File: src/rtl/scan_display_mux.sv
// Time-multiplexed driver for common-anode seven-segment banks.
// Scans one digit per slot with anti-ghost blanking, per-digit enable and blink.
module scan_display_mux #(
    parameter int NDIG       = 4,
    parameter int DW         = 4,
    parameter int SCAN_DIV   = 128,
    parameter int BLANK_CYC  = 8,
    parameter int BLINK_BITS = 24,
    localparam int SW        = (NDIG > 1) ? $clog2(NDIG) : 1
) (
    input  logic               clk,
    input  logic               rst_n,
    input  logic [NDIG*DW-1:0] digits_in,
    input  logic [NDIG-1:0]    digit_en,
    input  logic [NDIG-1:0]    blink_en,
    output logic [DW-1:0]      dig_out,
    output logic [NDIG-1:0]    anode_n,
    output logic [SW-1:0]      digit_sel,
    output logic               blink_phase
);

    localparam int PW = $clog2(SCAN_DIV);
    localparam logic [PW-1:0] P_LAST = PW'(SCAN_DIV - 1);
    localparam logic [SW-1:0] S_LAST = SW'(NDIG - 1);

    typedef enum logic {
        BLANK,
        DRIVE
    } state_t;

    state_t                state;
    state_t                state_nx;
    logic [PW-1:0]         p;
    logic [PW-1:0]         p_nx;
    logic [SW-1:0]         sel_nx;
    logic [BLINK_BITS-1:0] bcnt;
    logic                  lit;
    logic                  lit_nx;
    logic [DW-1:0]         dig_nx;
    logic [NDIG-1:0]       anode_nx;
    logic                  wrap;
    logic                  drive_nx;
    logic                  latch;

    assign wrap        = (p == P_LAST);
    assign p_nx        = wrap ? '0 : p + PW'(1);
    assign sel_nx      = !wrap ? digit_sel :
                         (digit_sel == S_LAST) ? '0 : digit_sel + SW'(1);
    assign blink_phase = bcnt[BLINK_BITS-1];

    generate
        if (BLANK_CYC == 0) begin : g_noblank
            assign drive_nx = 1'b1;
        end else begin : g_blank
            assign drive_nx = (p_nx >= PW'(BLANK_CYC));
        end
    endgenerate

    // Outputs are computed from next-state so they line up with p.
    always_comb begin
        state_nx = drive_nx ? DRIVE : BLANK;
        latch    = drive_nx &&
                   (state == BLANK || p_nx == PW'(BLANK_CYC));
        dig_nx   = dig_out;
        lit_nx   = lit;
        if (latch) begin
            dig_nx = digits_in[sel_nx*DW +: DW];
            lit_nx = digit_en[sel_nx] &
                     ~(blink_en[sel_nx] & blink_phase);
        end
        anode_nx = '1;
        if (drive_nx && lit_nx) begin
            anode_nx = ~(NDIG'(1) << sel_nx);
        end
    end

    always_ff @(posedge clk or negedge rst_n) begin
        if (!rst_n) begin
            state     <= BLANK;
            p         <= '0;
            digit_sel <= '0;
            bcnt      <= '0;
            lit       <= 1'b0;
            dig_out   <= '0;
            anode_n   <= '1;
        end else begin
            state     <= state_nx;
            p         <= p_nx;
            digit_sel <= sel_nx;
            bcnt      <= bcnt + BLINK_BITS'(1);
            lit       <= lit_nx;
            dig_out   <= dig_nx;
            anode_n   <= anode_nx;
        end
    end

endmodule

File: config.mk
export PLATFORM = sky130hd
export DESIGN_NAME = scan_display_mux
export DESIGN_NICKNAME = d
export VERILOG_FILES = /design/src/rtl/scan_display_mux.sv
export SDC_FILE = /design/constraint.sdc
export NUM_CORES = 1
export LEC_CHECK = 0
export CORE_MARGIN = 3
export CORE_UTILIZATION = 47
export CTS_BUF_LIST = sky130_fd_sc_hd__clkbuf_16
export DETAILED_ROUTE_END_ITERATION = 7
export PLACE_DENSITY_LB_ADDON = 0.15
export SLEW_MARGIN = 20
export SYNTH_ARGS = -nofsm -noshare
export SYNTH_HDL_FRONTEND = slang
export SYNTH_SLANG_ARGS = --single-unit
export TNS_END_PERCENT = 100
File: constraint.sdc
create_clock -name clk -period 2.35 [get_ports clk]
set_input_delay 0.47 -clock clk [delete_from_list [all_inputs] [get_ports clk]]
set_output_delay 0.47 -clock clk [all_outputs]
set_load 0.01 [all_outputs]
---- Word-level counts from Yosys, hierarchy flattened ----
Cells that the tools add are included.
Widths: inputs -> output; s select.
word-level totals
  register bits after elaboration ......... 43
  output and inout bits ................... 11
  input bits .............................. 26
operators by class
  add/sub/neg operators ................... 3
  bitwise gates (word level) .............. 5
  equality and inequality tests ........... 3
  magnitude comparators ................... 2
  shifts and indexed selects .............. 2
  reduce and logical (&&, ||, !) cells .... 3
  multiplexer cells ....................... 10
operators by type and width
  kind                   count
  $add 24x1->24 const B  1
  $shiftx 16x5->4        1
  $add 7x1->7 const B    1
  $eq 7x4->1 const B     1
  $eq 7x7->1 const B     1
  $ge 7x4->1 const B     1
  $mux 7                 1
  $bmux 1 s2             2
  $mux 1                 4
  $mux 2                 2
  $mux 4                 1
  $not 4->4              1
  $shl 1x2->4 const A    1
  $lt 2x3->1 const B     1
  $add 2x1->2 const B    1
  $and 1x1->1            2
  $eq 2x2->1 const B     1
  $logic_and 1x1->1      2
  $not 1->1              2
  $logic_or 1x1->1       1

---- Depth between registers and ports, before layout ----
  word-level depth ........................ 11
  depth in mapped cells ................... 9
  mapped depth without buffers ............ 7

---- Least setup slack after synthesis ----
OpenSTA, ideal clock, no wires.
  kind .................................... reg2reg
  start point ............................. reg p[0]
  end point ............................... reg dig_out[0]
  cell stages (with the launch flop) ...... 10
  setup time .............................. 0.118 ns
  arrival ................................. 2.165 ns
  period minus slack after synthesis ...... 2.283 ns
  path slack .............................. 0.067 ns
  cell sequence ........................... dfrtp_1 ha_1 and4_4 and3_4 buf_6 mux2_4 buf_6 a2111oi_2 a211oi_1 a21o_1
between the ends
  elaborated cells between the ends (all ways) .. 9
RTL lines
  element                   line  RTL
  start: declaration        33    logic [PW-1:0] p;
  start signal: assignment  88    p <= p_nx;
  $eq 7x7->1                45    assign wrap = (p == P_LAST);
  $mux 2                    47    assign sel_nx = !wrap ? digit_sel :
  named net sel_nx[1]       35    logic [SW-1:0] sel_nx;
  $shiftx 16x5->4           67    dig_nx = digits_in[sel_nx*DW +: DW];
  end signal: assignment    92    dig_out <= dig_nx;
  end: declaration          16    output logic [DW-1:0] dig_out,
The timed path passes the listed nets, and every way through them passes these cells.
A chain may end at the register's enable or synchronous reset.

---- Worst setup path in the final report ----
  start point ............................. reg p[0]
  end point ............................... reg anode_n[3]
between the ends
  cells in the longest elaborated chain, start to end .. 10
  elaborated cells between the ends (all ways) .. 20
ends and longest elaborated chain
  element                                              line  RTL
  branches (longest 9 deep; another with $add 7x1->7)  --
  $mux 4 *                                             72    if (drive_nx && lit_nx) begin
  named net anode_nx[3]                                40    logic [NDIG-1:0] anode_nx;
  end signal: assignment                               93    anode_n <= anode_nx;
  end: declaration                                     17    output logic [NDIG-1:0] anode_n,
Mark *: on every way through the listed nets, which the timed path passes. The select of a mux whose other input is x is not followed.

==> results.sh <==
export IMPL_r2r_start="p[0]"
export IMPL_yosysSeqAreaShare=0.4986
export IMPL_p_leak_nw=1.259
export IMPL_grt_remaining_overflow=0
export IMPL_relSlewSlack=0.7201
export IMPL_critPathArrivalTime_ns=2.46
export IMPL_seq_area_um2=1081
export IMPL_slowest_delay_ns=0.39
export IMPL_multi_input_area_um2=1047
export IMPL_ys_ff_latch=43
export IMPL_synth_cells=195
export IMPL_final_util=0.6417
export IMPL_start_util=0.4912
export IMPL_rrSetupSlack_ns=0.08
export IMPL_firstDrtPassIters=4
export IMPL_grt_pass1_vias=1683
export IMPL_antenna_cells=0
export IMPL_timing_fmax_mhz=440.7
export IMPL_synth_main_ff_cell="dfrtp_1"
export IMPL_antenna_found_initial=0
export IMPL_cts_buffers=5
export IMPL_grt_pass1_wl_mm=7.645
export IMPL_drv_slew=0
export IMPL_max_vdd_ir_drop_mv=0.4708
export IMPL_ys_types=44
export IMPL_final_common_cell="dfrtp_1"
export IMPL_dieArea_um2=5464
export IMPL_ioPinCount=37
export IMPL_htree_levels=2
export IMPL_vias=1662
export IMPL_fin_nets=276
export IMPL_cts_path_max_buffers=2
export IMPL_gp_congestion=0.8627
export IMPL_row_count=24
export IMPL_path_class="register to register"
export IMPL_remaining_drc_errors=0
export IMPL_worstSkewPairLatency_ns=0.28
export IMPL_clk_pin_slew_ns=0.06
export IMPL_fp_dieW_um=73.92
export IMPL_hold_class="input port to async pin"
export IMPL_clockRootBuffer="clkbuf_16"
export IMPL_dp_hpwl_mm=3.462
export IMPL_yosys_warnings=0
export IMPL_syn_nets=224
export IMPL_cts_tree="built"
export IMPL_avgSynthCellArea_um2=11.12
export IMPL_crit_chain="ha_1 -> and4_4 -> and3_4 -> mux2_4 -> a221o_1 -> and3_1 -> a21oi_1"
export IMPL_fin_skew_ns=0.003545
export IMPL_fin_crit_ns=2.269
export IMPL_crit_slowest_cell="a221o_1"
export IMPL_fin_hold_ws_ns=0.08144
export IMPL_worst_ep_required_time_ns=2.54
export IMPL_die_h_um=73.92
export IMPL_io_buffers=36
export IMPL_rr_endpoint="anode_n[3]"
export IMPL_drive_above_1_share=0.1532
export IMPL_synth_edf_count=0
export IMPL_viasPerCell=5.540
export IMPL_hold_viol_final=0
export IMPL_crit_path_end_kind="register"
export IMPL_fin_crit_sh=0.9657
export IMPL_holdBufCountCts=0
export IMPL_drv_cap=0
export IMPL_final_cell_mix="dfrtp_1 (39), clkdlybuf4s50_1 (35), nor2_1 (17), nand2_1 (17)"
export IMPL_async_flop_share=1.000
export IMPL_post_drt_wl_per_cell_um=15.19
export IMPL_r2r_cells=7
export IMPL_synth_area_um2=2168
export IMPL_path_max_fanout=11
export IMPL_startpoint_type="register"
export IMPL_grt_total_usage=0.1813
export IMPL_nFillCells=366
export IMPL_drt_wl_total_mm=4.556
export IMPL_grt_setup_unrepaired="true"
export IMPL_grt_max_degree=18
export IMPL_power_density_nw_per_um2=559.5
export IMPL_ant_nets=0
export IMPL_max_slew_worst_pin_slew_ns=0.4187
export IMPL_status="completed"
export IMPL_clock_sinks=43
export IMPL_syn_to_final_growth_pct=30.64
export IMPL_fp_coreArea_um2=4414
export IMPL_finalSetupViolations=0
export IMPL_drt_iter0_markers=55
sequential cells by signal, summed over array words and instances (netlist names):
register / count
digit_sel: 2
dig_out: 4
anode_n: 4
bcnt: 24
state: 1
lit: 1
p: 7
metal layers:
metal / global-route usage / part of all wire
met5: 0 / 0
met4: 0.06640 / 0.017
met3: 0.04104 / 0.032
met2: 0.2972 / 0.52
met1: 0.2346 / 0.43
worst max path at each step:
stage / depth (start not counted) / end / slack (ns) / start
after global routing: 8 / dig_out[2] / -0.02 / p[0]
final: 7 / anode_n[3] / 0.08 / p[0]
after global placement: 7 / anode_n[3] / 0.08 / p[0]
after floorplan: 9 / dig_out[0] / 0.07 / p[0]
after CTS: 7 / anode_n[3] / 0.02 / p[0]
after detailed placement: 7 / anode_n[3] / 0.04 / p[0]
cells in the mapped netlist, types with 2 or more instances:
| library cell | count | share of area |
|---|---|---|
| dfrtp_1 | 39 | 0.45 |
| nand2_1 | 17 | 0.029 |
| nor2_1 | 17 | 0.029 |
| xnor2_1 | 14 | 0.057 |
| nand3_1 | 13 | 0.030 |
| xor2_1 | 12 | 0.048 |
| nor3b_1 | 8 | 0.028 |
| and3_1 | 7 | 0.020 |
| a211oi_1 | 5 | 0.017 |
| mux2i_1 | 5 | 0.023 |
| a21o_1 | 4 | 0.014 |
| dfstp_2 | 4 | 0.048 |
| inv_1 | 4 | 0.0069 |
| a2111oi_2 | 3 | 0.021 |
| a21oi_1 | 3 | 0.0069 |
| a22o_1 | 3 | 0.012 |
| ha_1 | 3 | 0.017 |
| nor3_1 | 3 | 0.0069 |
| buf_6 | 2 | 0.010 |
| clkbuf_1 | 2 | 0.0035 |
| mux4_2 | 2 | 0.021 |
| nand4_1 | 2 | 0.0058 |
| o21ai_0 | 2 | 0.0046 |
per-stage QoR:
step	setup TNS, ns	worst slack [ns]	total power, mW	std cells	instance area [µm²]
detailed placement	0	0.03808	0.8509	288	2629
CTS	0	0.01952	1.606	296	2793
global placement	0	0.08274	0.8480	288	2629
finish	0	0.08070	1.585	300	2833
global route	-0.02075	-0.02075	1.640	300	2833
floorplan	0	0.06651	0.7797	195	2168
power by group:
group | switching (mW) | internal (mW) | leakage (nW)
Combinational | 0.0318 | 0.0555 | 0.637
Clock | 0.253 | 0.495 | 0.0812
Sequential | 0.00278 | 0.747 | 0.541
Total | 0.288 | 1.30 | 1.26
timing repair:
| item | in CTS | in global routing |
|---|---|---|
| endpoints found under the setup margin | 0 | 6 |
| gates resized for setup | 0 | 2 |
| buffers inserted | 0 | 4 |
cell type report:
type / instances / area share
Sequential cell: 43 / 0.3816
Multi-Input combinational cell: 143 / 0.3697
Timing Repair Buffer: 50 / 0.1625
Clock buffer: 5 / 0.04417
Tap cell: 52 / 0.02297
Clock inverter: 3 / 0.01369
Inverter: 4 / 0.005300
worst max-delay path: cells and delay by family (launching register included):
kind / cells / cell delay [ns]
DFF: 1 / 0.38
muxes: 1 / 0.36
AOI/OAI and AO/OA: 2 / 0.59
and+or+nand+nor: 3 / 0.67
adders and majority gates: 1 / 0.19
logic make-up (layout without fill, tap and decap cells):
kind of cell    after synthesis  after routing  synth area share
simple gates                 74             74            0.1789
flops                        43             43            0.4986
compound gates               31             31            0.1160
xor+xnor                     26             26            0.1050
mux                           9              9           0.06116
buf+inv                       9             62           0.02308
fa+ha+maj                     3              3           0.01731
Note: power is estimated with default switching activity, not from simulation.
